===== config.mk =====
export PLATFORM = sky130hd
export DESIGN_NAME = computie_bus_mailbox
export DESIGN_NICKNAME = d
export VERILOG_FILES = /design/src/rtl/computie_bus_mailbox_pkg.sv /design/src/rtl/computie_bus_fifo.sv /design/src/rtl/computie_bus_mailbox.sv
export SDC_FILE = /design/constraint.sdc
export NUM_CORES = 1
export LEC_CHECK = 0
export CAP_MARGIN = 20
export CORE_ASPECT_RATIO = 2
export CORE_MARGIN = 2
export CORE_UTILIZATION = 50
export DETAILED_ROUTE_END_ITERATION = 10
export PLACE_DENSITY = 0.8
export SLEW_MARGIN = 20
export SYNTH_ARGS = -nofsm -noshare
export SYNTH_HDL_FRONTEND = slang
export SYNTH_SLANG_ARGS = --single-unit
export TNS_END_PERCENT = 20

===== constraint.sdc =====
create_clock -name comm_clock -period 2.75 [get_ports comm_clock]
set_input_delay 0.55 -clock comm_clock [delete_from_list [all_inputs] [get_ports comm_clock]]
set_output_delay 0.55 -clock comm_clock [all_outputs]
set_load 0.02 [all_outputs]

===== src/rtl/computie_bus_mailbox_pkg.sv =====
// Shared constants for the bus mailbox: register offsets, STATUS bit layout
// and the bus-side state encoding.
package computie_bus_mailbox_pkg;

   localparam int REG_STATUS  = 0;
   localparam int REG_TX      = 1;
   localparam int REG_RX      = 2;
   localparam int REG_SCRATCH = 3;
   localparam int REG_IRQ_EN  = 4;

   localparam int ST_TX_FULL      = 0;
   localparam int ST_TX_EMPTY     = 1;
   localparam int ST_RX_FULL      = 2;
   localparam int ST_RX_EMPTY     = 3;
   localparam int ST_IRQ          = 4;
   localparam int ST_TX_COUNT_LSB = 8;
   localparam int ST_RX_COUNT_LSB = 16;
   localparam int ST_COUNT_W      = 4;

   typedef enum logic [1:0] {
      S_IDLE  = 2'd0,
      S_STALL = 2'd1,
      S_DONE  = 2'd2
   } state_t;

endpackage


===== src/rtl/computie_bus_fifo.sv =====
// Small synchronous FIFO with occupancy count; head is valid whenever the
// FIFO is not empty. Push on full and pop on empty are ignored.
module computie_bus_fifo #(
   parameter int WIDTH      = 32,
   parameter int DEPTH_LOG2 = 2
) (
   input  logic                  clk,
   input  logic                  rst,
   input  logic                  push,
   input  logic [WIDTH-1:0]      push_data,
   input  logic                  pop,
   output logic [WIDTH-1:0]      head,
   output logic                  full,
   output logic                  empty,
   output logic [DEPTH_LOG2:0]   count
);

   localparam int DEPTH = 1 << DEPTH_LOG2;

   logic [WIDTH-1:0]      mem [DEPTH];
   logic [DEPTH_LOG2-1:0] wr_ptr_reg;
   logic [DEPTH_LOG2-1:0] rd_ptr_reg;
   logic [DEPTH_LOG2:0]   count_reg;
   logic                  do_push;
   logic                  do_pop;

   assign full    = (count_reg == (DEPTH_LOG2 + 1)'(DEPTH));
   assign empty   = (count_reg == '0);
   assign count   = count_reg;
   assign do_push = push && !full;
   assign do_pop  = pop && !empty;
   assign head    = mem[rd_ptr_reg];

   always_ff @(posedge clk or posedge rst) begin
      if (rst) begin
         wr_ptr_reg <= '0;
         rd_ptr_reg <= '0;
         count_reg  <= '0;
      end else begin
         if (do_push) wr_ptr_reg <= wr_ptr_reg + 1'b1;
         if (do_pop)  rd_ptr_reg <= rd_ptr_reg + 1'b1;
         case ({do_push, do_pop})
            2'b10:   count_reg <= count_reg + 1'b1;
            2'b01:   count_reg <= count_reg - 1'b1;
            default: count_reg <= count_reg;
         endcase
      end
   end

   // Storage needs no reset: contents are only observed through count.
   always_ff @(posedge clk) begin
      if (do_push) mem[wr_ptr_reg] <= push_data;
   end

endmodule


===== src/rtl/computie_bus_mailbox.sv =====
// Bus-side mailbox register block with TX/RX FIFOs toward internal logic.
// Optional interrupt output and IRQ_ENABLE register via COMPUTIE_MAILBOX_IRQ_EN.
module computie_bus_mailbox
   import computie_bus_mailbox_pkg::*;
#(
   parameter int BITWIDTH        = 32,
   parameter int DEVICE_SIG_BITS = 8,
   parameter int FIFO_DEPTH_LOG2 = 2
) (
   input  logic                comm_clock,
   input  logic                cb_reset,
   input  logic                bus_req,
   input  logic                bus_rw,
   input  logic [BITWIDTH-1:0] bus_addr,
   input  logic [BITWIDTH-1:0] bus_wdata,
   output logic [BITWIDTH-1:0] bus_rdata,
   output logic                bus_wait,
   output logic                tx_valid,
   output logic [BITWIDTH-1:0] tx_data,
   input  logic                tx_ready,
   input  logic                rx_valid,
   input  logic [BITWIDTH-1:0] rx_data,
   output logic                rx_ready
`ifdef COMPUTIE_MAILBOX_IRQ_EN
   ,
   output logic                irq
`endif
);

   localparam int OFF_W = DEVICE_SIG_BITS - 2;
   localparam int CNT_W = FIFO_DEPTH_LOG2 + 1;

   state_t              state_reg;
   logic [BITWIDTH-1:0] rdata_reg;
   logic [BITWIDTH-1:0] scratch_reg;
   logic [BITWIDTH-1:0] status;
   logic [BITWIDTH-1:0] read_value;
   logic [OFF_W-1:0]    offset;

   logic                tx_full, tx_empty, tx_push;
   logic                rx_full, rx_empty, rx_pop;
   logic [CNT_W-1:0]    tx_count, rx_count;
   logic [BITWIDTH-1:0] rx_head;

   logic                is_tx_write, is_rx_read, can_do, do_access;
   logic                unused_addr_bits;

   assign offset           = bus_addr[DEVICE_SIG_BITS-1:2];
   assign unused_addr_bits = &{1'b0, bus_addr[BITWIDTH-1:DEVICE_SIG_BITS], bus_addr[1:0]};

   assign is_tx_write = !bus_rw && (offset == OFF_W'(REG_TX));
   assign is_rx_read  =  bus_rw && (offset == OFF_W'(REG_RX));
   // Full/empty come from registered counts, so a same-cycle pop never frees a slot.
   assign can_do      = !(is_tx_write && tx_full) && !(is_rx_read && rx_empty);
   assign do_access   = bus_req && can_do && (state_reg == S_IDLE || state_reg == S_STALL);
   assign tx_push     = do_access && is_tx_write;
   assign rx_pop      = do_access && is_rx_read;

   assign bus_wait  = (state_reg == S_IDLE && bus_req) || (state_reg == S_STALL);
   assign bus_rdata = rdata_reg;
   assign tx_valid  = !tx_empty;
   assign rx_ready  = !rx_full;

`ifdef COMPUTIE_MAILBOX_IRQ_EN
   logic [1:0] irq_en_reg;
   logic       irq_reg;
   assign irq = irq_reg;
`endif

   always_comb begin
      status                                    = '0;
      status[ST_TX_FULL]                        = tx_full;
      status[ST_TX_EMPTY]                       = tx_empty;
      status[ST_RX_FULL]                        = rx_full;
      status[ST_RX_EMPTY]                       = rx_empty;
      status[ST_TX_COUNT_LSB +: ST_COUNT_W]     = ST_COUNT_W'(tx_count);
      status[ST_RX_COUNT_LSB +: ST_COUNT_W]     = ST_COUNT_W'(rx_count);
`ifdef COMPUTIE_MAILBOX_IRQ_EN
      status[ST_IRQ]                            = irq_reg;
`endif
   end

   always_comb begin
      read_value = '0;
      if (offset == OFF_W'(REG_STATUS))       read_value = status;
      else if (offset == OFF_W'(REG_RX))      read_value = rx_head;
      else if (offset == OFF_W'(REG_SCRATCH)) read_value = scratch_reg;
`ifdef COMPUTIE_MAILBOX_IRQ_EN
      else if (offset == OFF_W'(REG_IRQ_EN))  read_value = BITWIDTH'(irq_en_reg);
`endif
   end

   always_ff @(posedge comm_clock or posedge cb_reset) begin
      if (cb_reset) begin
         state_reg   <= S_IDLE;
         rdata_reg   <= '0;
         scratch_reg <= '0;
      end else begin
         if (do_access && bus_rw) rdata_reg <= read_value;
         if (do_access && !bus_rw && offset == OFF_W'(REG_SCRATCH)) scratch_reg <= bus_wdata;
         case (state_reg)
            S_IDLE:  if (bus_req) state_reg <= can_do ? S_DONE : S_STALL;
            S_STALL: begin
               if (!bus_req)    state_reg <= S_IDLE;
               else if (can_do) state_reg <= S_DONE;
            end
            S_DONE:  if (!bus_req) state_reg <= S_IDLE;
            default: state_reg <= S_IDLE;
         endcase
      end
   end

`ifdef COMPUTIE_MAILBOX_IRQ_EN
   always_ff @(posedge comm_clock or posedge cb_reset) begin
      if (cb_reset) begin
         irq_en_reg <= '0;
         irq_reg    <= 1'b0;
      end else begin
         if (do_access && !bus_rw && offset == OFF_W'(REG_IRQ_EN)) irq_en_reg <= bus_wdata[1:0];
         irq_reg <= (irq_en_reg[0] && !rx_empty) || (irq_en_reg[1] && tx_empty);
      end
   end
`endif

   computie_bus_fifo #(
      .WIDTH      (BITWIDTH),
      .DEPTH_LOG2 (FIFO_DEPTH_LOG2)
   ) u_tx_fifo (
      .clk       (comm_clock),
      .rst       (cb_reset),
      .push      (tx_push),
      .push_data (bus_wdata),
      .pop       (tx_ready),
      .head      (tx_data),
      .full      (tx_full),
      .empty     (tx_empty),
      .count     (tx_count)
   );

   computie_bus_fifo #(
      .WIDTH      (BITWIDTH),
      .DEPTH_LOG2 (FIFO_DEPTH_LOG2)
   ) u_rx_fifo (
      .clk       (comm_clock),
      .rst       (cb_reset),
      .push      (rx_valid),
      .push_data (rx_data),
      .pop       (rx_pop),
      .head      (rx_head),
      .full      (rx_full),
      .empty     (rx_empty),
      .count     (rx_count)
   );

endmodule

==> results of run 1 <==
## path summary, 6_finish.rpt
| check | slack, ns | cells after the start | endpoint |
|---|---|---|---|
| min | 0.31 | 2 | bus_rdata[18] |
| max in group asynchronous | 1.77 | 3 | bus_rdata[28] |
| min reg2reg | 0.49 | 2 | bus_rdata[10] |
| max | 0.04 | 3 | tx_data[18] |
| max reg2reg | 0.54 | 9 | u_tx_fifo.count[2] |
| min in group comm_clock | 0.49 | 2 | bus_rdata[10] |
## per-stage QoR
step                      hold WS (ns)  power, mW  setup WS (ns)
final                            0.305       13.1         0.0387
after global routing             0.356       13.5        0.00270
after CTS                        0.309       13.2         0.0333
after detailed placement         0.478       9.24         -0.219
after global placement           0.471       9.14         -0.107
after floorplan                  0.457       8.03         0.0112
## Yosys cell counts (3+ instances only)
master | n | area (um^2)
a22oi_1 | 22 | 165
xor2_1 | 6 | 52.6
a221oi_1 | 3 | 26.3
buf_6 | 3 | 33.8
and3_1 | 5 | 31.3
mux2_2 | 25 | 282
edfxtp_1 | 256 | 7690
clkbuf_1 | 21 | 78.8
inv_1 | 14 | 52.6
and2_1 | 6 | 37.5
a222oi_1 | 6 | 60.1
mux4_2 | 64 | 1440
o21ai_0 | 30 | 150
dfrtp_1 | 80 | 2000
nand2_1 | 35 | 131
ha_1 | 10 | 125
nor2_1 | 7 | 26.3
o31ai_1 | 3 | 22.5
mux2_1 | 9 | 101
buf_2 | 9 | 45.0
xnor2_1 | 6 | 52.6
## cells by family (layout without fill, tap and decap cells)
logic type	count (synthesis)	in the layout
buffers and inverters	49	240
flip-flops	336	336
multiplexers	100	100
adder cells (fa/ha/maj)	12	12
AND/OR/NAND/NOR	71	71
AO/OA/AOI/OAI	68	68
XOR/XNOR	12	12
## area by class of cell
cell class	count	share of cell area [%]
Inverter	14	0.339
Timing Repair Buffer	174	11.1
Tap cell	340	2.68
Clock inverter	16	1.07
Sequential cell	336	61.1
Clock buffer	36	5.07
Multi-Input combinational cell	263	18.6
## metal layers
layer  vias up  global-route usage, %  share of wire [%]
li1       2913                      -                  -
met1      3393                   24.5                 39
met2       299                   33.5                 52
met3        39                   2.87                6.7
met4         0                   4.63                1.9
met5         -                      0                  0
## placed cells by master (no fill, tap or decap), drive strengths merged, types with 7 or more instances in the layout
cell,count
dlygate4sd2,30
nor2,7
clkdlybuf4s50,111
ha,10
nand2,35
inv,14
clkbuf,36
buf,33
dfrtp,80
o21ai,30
edfxtp,256
mux2,34
mux4,64
clkinv,10
a22oi,22
and2,7
## critical path, cell delays in order (launching register included)
cell and delay, ns:
dfrtp_2 0.44, buf_4 0.14, mux4_2 0.49, clkdlybuf4s50_1 0.55
## report_power, final
part | total, mW | internal (mW) | switching, mW
logic | 2.70 | 1.29 | 1.41
registers | 6.25 | 6.02 | 0.227
clock network | 4.10 | 2.36 | 1.75
total | 13.1 | 9.67 | 3.39
## what timing repair did
item | 4_1_cts | 5_1_grt
endpoints found under the setup margin | 29 | 0
setup buffers | 2 | 0
resized for setup | 31 | 0
==> results.sh, run 1 <==
export IMPL_clk_pin_slew_ns=0.07
export IMPL_regArea_um2=9690
export IMPL_place_hpwl_mm=16.4
export IMPL_cts_sinks=336
export IMPL_tns_ns=0
export IMPL_overflow=0
export IMPL_max_freq_mhz=369
export IMPL_hold_path_class="primary input to asynchronous set/reset pin"
export IMPL_dr_pass1_iters=5
export IMPL_grt_first_pass_wirelength_mm=39.9
export IMPL_powerDensity_nw_per_um2=823
export IMPL_clock_latency_ns=0.54
export IMPL_drive_gt1_share_pct=21.2
export IMPL_gp_congestion=0.752
export IMPL_setup_viol=0
export IMPL_rsz0062_at_grt="no"
export IMPL_synth_top_family_by_area="multiplexers"
export IMPL_synth_xor_xnor_area_share_pct=0.817
export IMPL_end_kind="output port"
export IMPL_period_needed_ns=2.71
export IMPL_synth_area_mux_share_pct=14.3
export IMPL_drt_iter0_markers=566
export IMPL_period_share_pct=98.6
export IMPL_max_slew_worst_pin_slew_ns=0.596
export IMPL_syn_instance_count=648
export IMPL_dieArea_um2=27100
export IMPL_reg_top3="u_rx_fifo.mem: 128 flops, u_tx_fifo.mem: 128 flops"
export IMPL_die_y_um=231
export IMPL_start_kind="register"
export IMPL_antenna_cells=0
export IMPL_instances_no_fill=1179
export IMPL_start_util_pct=50.5
export IMPL_cp_max_fo=4
export IMPL_die_x_um=117
export IMPL_startpoint="u_tx_fifo.rd_ptr_reg[0]"
export IMPL_ant_nets=0
export IMPL_fin_nets=931
export IMPL_cts_buffer_depth=3
export IMPL_outcome="completed"
export IMPL_cts_buffers=28
export IMPL_stdcell_area_um2=15900
export IMPL_worstSetupPathType="register to output port"
export IMPL_cts_tree="built"
export IMPL_yosys_area_share_simple_pct=2.91
export IMPL_synth_edf_count=256
export IMPL_coreArea_um2=25400
export IMPL_totalWireLength_mm=25.3
export IMPL_synth_compound_area_share_pct=3.56
export IMPL_vias=6644
export IMPL_worst_slew_margin_rel_pct=60.3
export IMPL_antenna_found_initial=0
export IMPL_critPathRequiredTime_ns=2.20
export IMPL_row_count=83
export IMPL_ctsHoldBuffers=0
export IMPL_seq_area_frac_synth_pct=75.4
export IMPL_fin_util_pct=62.3
export IMPL_regToRegStartpoint="u_tx_fifo.count[0]"
export IMPL_async_flop_share_pct=23.8
export IMPL_power_leakage_nw=5.65
export IMPL_hold_viol_final=0
export IMPL_num_fill_cells=1763
export IMPL_drv_cap=0
export IMPL_port_buffers=142
export IMPL_fin_skew_ns=0.0109
export IMPL_drc=0
export IMPL_dpl_cell_area_um2=14900
export IMPL_cts_root_buf="clkbuf_16"
export IMPL_synth_flop_cell="edfxtp_1"
export IMPL_syn_area_per_cell_um2=19.8
export IMPL_synth_area_um2=12900
export IMPL_area_growth_pct=23.3
export IMPL_dp_cells=1125
export IMPL_yosysUniqueCellTypes=43
export IMPL_ir_drop_mv=0.666
export IMPL_wire_per_inst_um=21.5
export IMPL_ioPinCount=169
export IMPL_grt_pass1_vias=7041
export IMPL_worst_ep_arrival_time_ns=2.16
export IMPL_yosys_warnings=0
export IMPL_cts_htree_levels=1
export IMPL_synth_ff_latch_count=336
export IMPL_synth_fp_nets=762
export IMPL_groute_usage_overall_pct=18.8
export IMPL_yosys_area_share_adder_pct=1.28
export IMPL_via_per_inst=5.64
export IMPL_slew_violations=0
export IMPL_grt_max_degree=66
export IMPL_multi_input_area_um2=2950
Power figures use the tool's default switching activity.
==> run 2: changes to the inputs <==
--- a/config.mk
+++ b/config.mk
@@ -5,7 +5,7 @@
 export SDC_FILE = /design/constraint.sdc
 export NUM_CORES = 1
 export LEC_CHECK = 0
-export CAP_MARGIN = 20
+export CAP_MARGIN = 25
 export CORE_ASPECT_RATIO = 2
 export CORE_MARGIN = 2
 export CORE_UTILIZATION = 50
==> results of run 2 <==
Same layout as run 1: the final DEF is identical, and so are final timing and power.
==> run 3: changes to the inputs <==
--- a/config.mk
+++ b/config.mk
@@ -6,11 +6,12 @@
 export NUM_CORES = 1
 export LEC_CHECK = 0
 export CAP_MARGIN = 25
-export CORE_ASPECT_RATIO = 2
+export CORE_ASPECT_RATIO = 0.5
 export CORE_MARGIN = 2
 export CORE_UTILIZATION = 50
 export DETAILED_ROUTE_END_ITERATION = 10
 export PLACE_DENSITY = 0.8
+export SETUP_SLACK_MARGIN = 0.1
 export SLEW_MARGIN = 20
 export SYNTH_ARGS = -nofsm -noshare
 export SYNTH_HDL_FRONTEND = slang
==> run 3 against run 2 <==
Hold slack better by 0.030 ns. Largest cell class unchanged. Sequential power about the same. Die area is the same. Critical path depth rose by 1. Critical path type unchanged. Fmax grew 3.2%.
==> results.sh, run 3 (synthesis gave the netlist of run 1 again) <==
export IMPL_outcome="completed"
export IMPL_cts_sinks=336
export IMPL_power_mw=13.2
export IMPL_max_slew_worst_pin_slew_ns=0.853
export IMPL_fin_nets=948
export IMPL_worst_path_most_repeated_cell="buf_12"
export IMPL_start_util_pct=50.9
export IMPL_ctsHoldBuffers=0
export IMPL_slew_violations=0
export IMPL_instances_no_fill=1203
export IMPL_wl_met2_mm=13.7
export IMPL_powerDensity_nw_per_um2=828
export IMPL_ant_nets=0
export IMPL_totalWireLength_mm=27.2
export IMPL_cts_htree_levels=1
export IMPL_ir_drop_mv=0.409
export IMPL_comb_power_share_pct=22.5
export IMPL_cts_buffer_depth=3
export IMPL_grt_first_pass_wirelength_mm=41.9
export IMPL_critPathRequiredTime_ns=2.20
export IMPL_worst_slew_margin_rel_pct=43.1
export IMPL_swShare_pct=26.7
export IMPL_dieArea_um2=27100
export IMPL_stdcell_area_um2=16000
export IMPL_die_y_um=117
export IMPL_crit_cells=4
export IMPL_cts_root_buf="clkbuf_16"
export IMPL_dr_pass1_iters=6
export IMPL_max_freq_mhz=381
export IMPL_grt_max_degree=66
export IMPL_fin_skew_ns=0.0184
export IMPL_overflow=0
export IMPL_switchingPower_mw=3.54
export IMPL_sequentialPowerShare_pct=47.4
export IMPL_multi_input_area_um2=2950
export IMPL_vias=6747
export IMPL_groute_usage_overall_pct=20.5
export IMPL_slowest_delay_ns=0.49
export IMPL_setup_viol=0
export IMPL_internal_power_mw=9.70
export IMPL_fin_util_pct=63.4
export IMPL_drive_gt1_share_pct=24.6
export IMPL_place_hpwl_mm=17.4
export IMPL_pwr_share_clk_pct=30.1
export IMPL_critPathTopFamily="buffers and inverters"
export IMPL_hold_viol_final=0
export IMPL_power_leakage_nw=5.71
export IMPL_coreArea_um2=25200
export IMPL_whs_ns=0.335
export IMPL_m1WireLength_mm=11.2
export IMPL_clock_latency_ns=0.55
export IMPL_mostFrequentLayoutCell="edfxtp_1"
export IMPL_crit_buf_inv=3
export IMPL_drc=0
export IMPL_reg_top3="u_rx_fifo.mem: 128 flops, u_tx_fifo.mem: 128 flops"
export IMPL_port_buffers=142
export IMPL_layout_common_cells="256 x edfxtp_1, 110 x clkdlybuf4s50_1, 77 x dfrtp_1"
export IMPL_top_layer="met4"
export IMPL_dp_cells=1140
export IMPL_cp_max_fo=8
export IMPL_worst_ep_arrival_time_ns=2.08
export IMPL_gp_congestion=0.816
export IMPL_regArea_um2=9700
export IMPL_drt_iter0_markers=674
export IMPL_antenna_found_initial=4
export IMPL_wl_met3_mm=1.82
export IMPL_crit_chain="buf_12 -> buf_12 -> mux4_2 -> dlygate4sd2_1"
export IMPL_wire_per_inst_um=22.6
export IMPL_drv_cap=0
export IMPL_period_share_pct=95.5
export IMPL_die_x_um=231
export IMPL_worstSetupPathType="register to output port"
export IMPL_r2r_worst_path_cells=9
export IMPL_clk_pin_slew_ns=0.06
export IMPL_grt_pass1_vias=6952
export IMPL_area_growth_pct=24.4
export IMPL_start_kind="register"
export IMPL_cts_tree="built"
export IMPL_num_fill_cells=1658
export IMPL_worst_path_max_delay_cell="dfrtp_4"
export IMPL_period_needed_ns=2.63
export IMPL_row_count=41
export IMPL_ioPinCount=169
export IMPL_hold_path_class="primary input to asynchronous set/reset pin"
export IMPL_end_kind="output port"
export IMPL_dpl_cell_area_um2=15000
export IMPL_via_per_inst=5.61
export IMPL_cts_buffers=30
export IMPL_rsz0062_at_grt="yes"
## run 3: cell count changes in the layout (fill, tap and decap cells not counted), moves of 3 or more
| cell | previous run | this run |
|---|---|---|
| diode_2 | 0 | 3 |
| buf_4 | 22 | 33 |
| clkdlybuf4s15_1 | 0 | 7 |
| clkbuf_1 | 3 | 8 |
| buf_2 | 0 | 10 |
| dlygate4sd2_1 | 30 | 2 |
| clkdlybuf4s15_2 | 0 | 12 |
## run 3: metal layers
layer  up-vias  global-route usage, %
met5         -                      0
met4         0                   5.81
met3        37                   3.43
met2       249                   32.8
met1      3500                   29.3
li1       2961                      -
## run 3: worst paths after layout
| path | from | slack [ns] | endpoint |
|---|---|---|---|
| setup / recovery | u_tx_fifo.rd_ptr_reg[0] | 0.12 | tx_data[5] |
| hold / removal | cb_reset | 0.34 | scratch_reg[7] |
| setup reg to reg | u_rx_fifo.count[0] | 0.42 | u_rx_fifo.count[2] |
| hold reg to reg | bus_rdata[12] | 0.48 | bus_rdata[12] |
| max in group asynchronous | cb_reset | 1.77 | u_tx_fifo.rd_ptr_reg[0] |
| min in group comm_clock | bus_rdata[12] | 0.48 | bus_rdata[12] |
## run 3: layout make-up
type | count | area share [%]
antenna | 3 | 0.0469
clock buffer | 39 | 4.97
clock inverter | 15 | 0.861
inverter | 14 | 0.336
multi-input combinational | 263 | 18.4
sequential | 336 | 60.6
tap | 344 | 2.69
timing repair buffer | 189 | 12.0
## run 3: repair_timing
action / 4_1_cts / 5_1_grt
cloned: 1 / 0
gates resized for setup: 96 / 6
setup endpoints to repair: 32 / 25
buffers inserted: 5 / 0
## run 3: power groups by stage
stage	sequential, mW	clock [mW]	combinational, mW
floorplan	6.26	0	1.77
finish	6.28	3.99	2.98
global route	6.33	4.26	3.18
global placement	6.38	0	2.89
CTS	6.29	4.04	3.04
detailed placement	6.42	0	2.93
## run 3: metrics by stage
stage | setup TNS, ns | setup slack (ns)
final | 0 | 0.123
after global routing | 0 | 0.0693
after CTS | 0 | 0.0992
after detailed placement | -6.48 | -0.221
after global placement | -0.402 | -0.100
after floorplan | 0 | 0.0115
## run 3: worst reg2reg max path: cells and delay by family, from the launching register on
| family | cells | cell delay [ns] |
|---|---|---|
| and+or+nand+nor | 3 | 0.46 |
| AOI/OAI and AO/OA | 1 | 0.41 |
| DFF | 1 | 0.42 |
| xor gates and xnor gates | 2 | 0.30 |
| buffers and inverters | 1 | 0.07 |
| adders and majority gates | 2 | 0.60 |
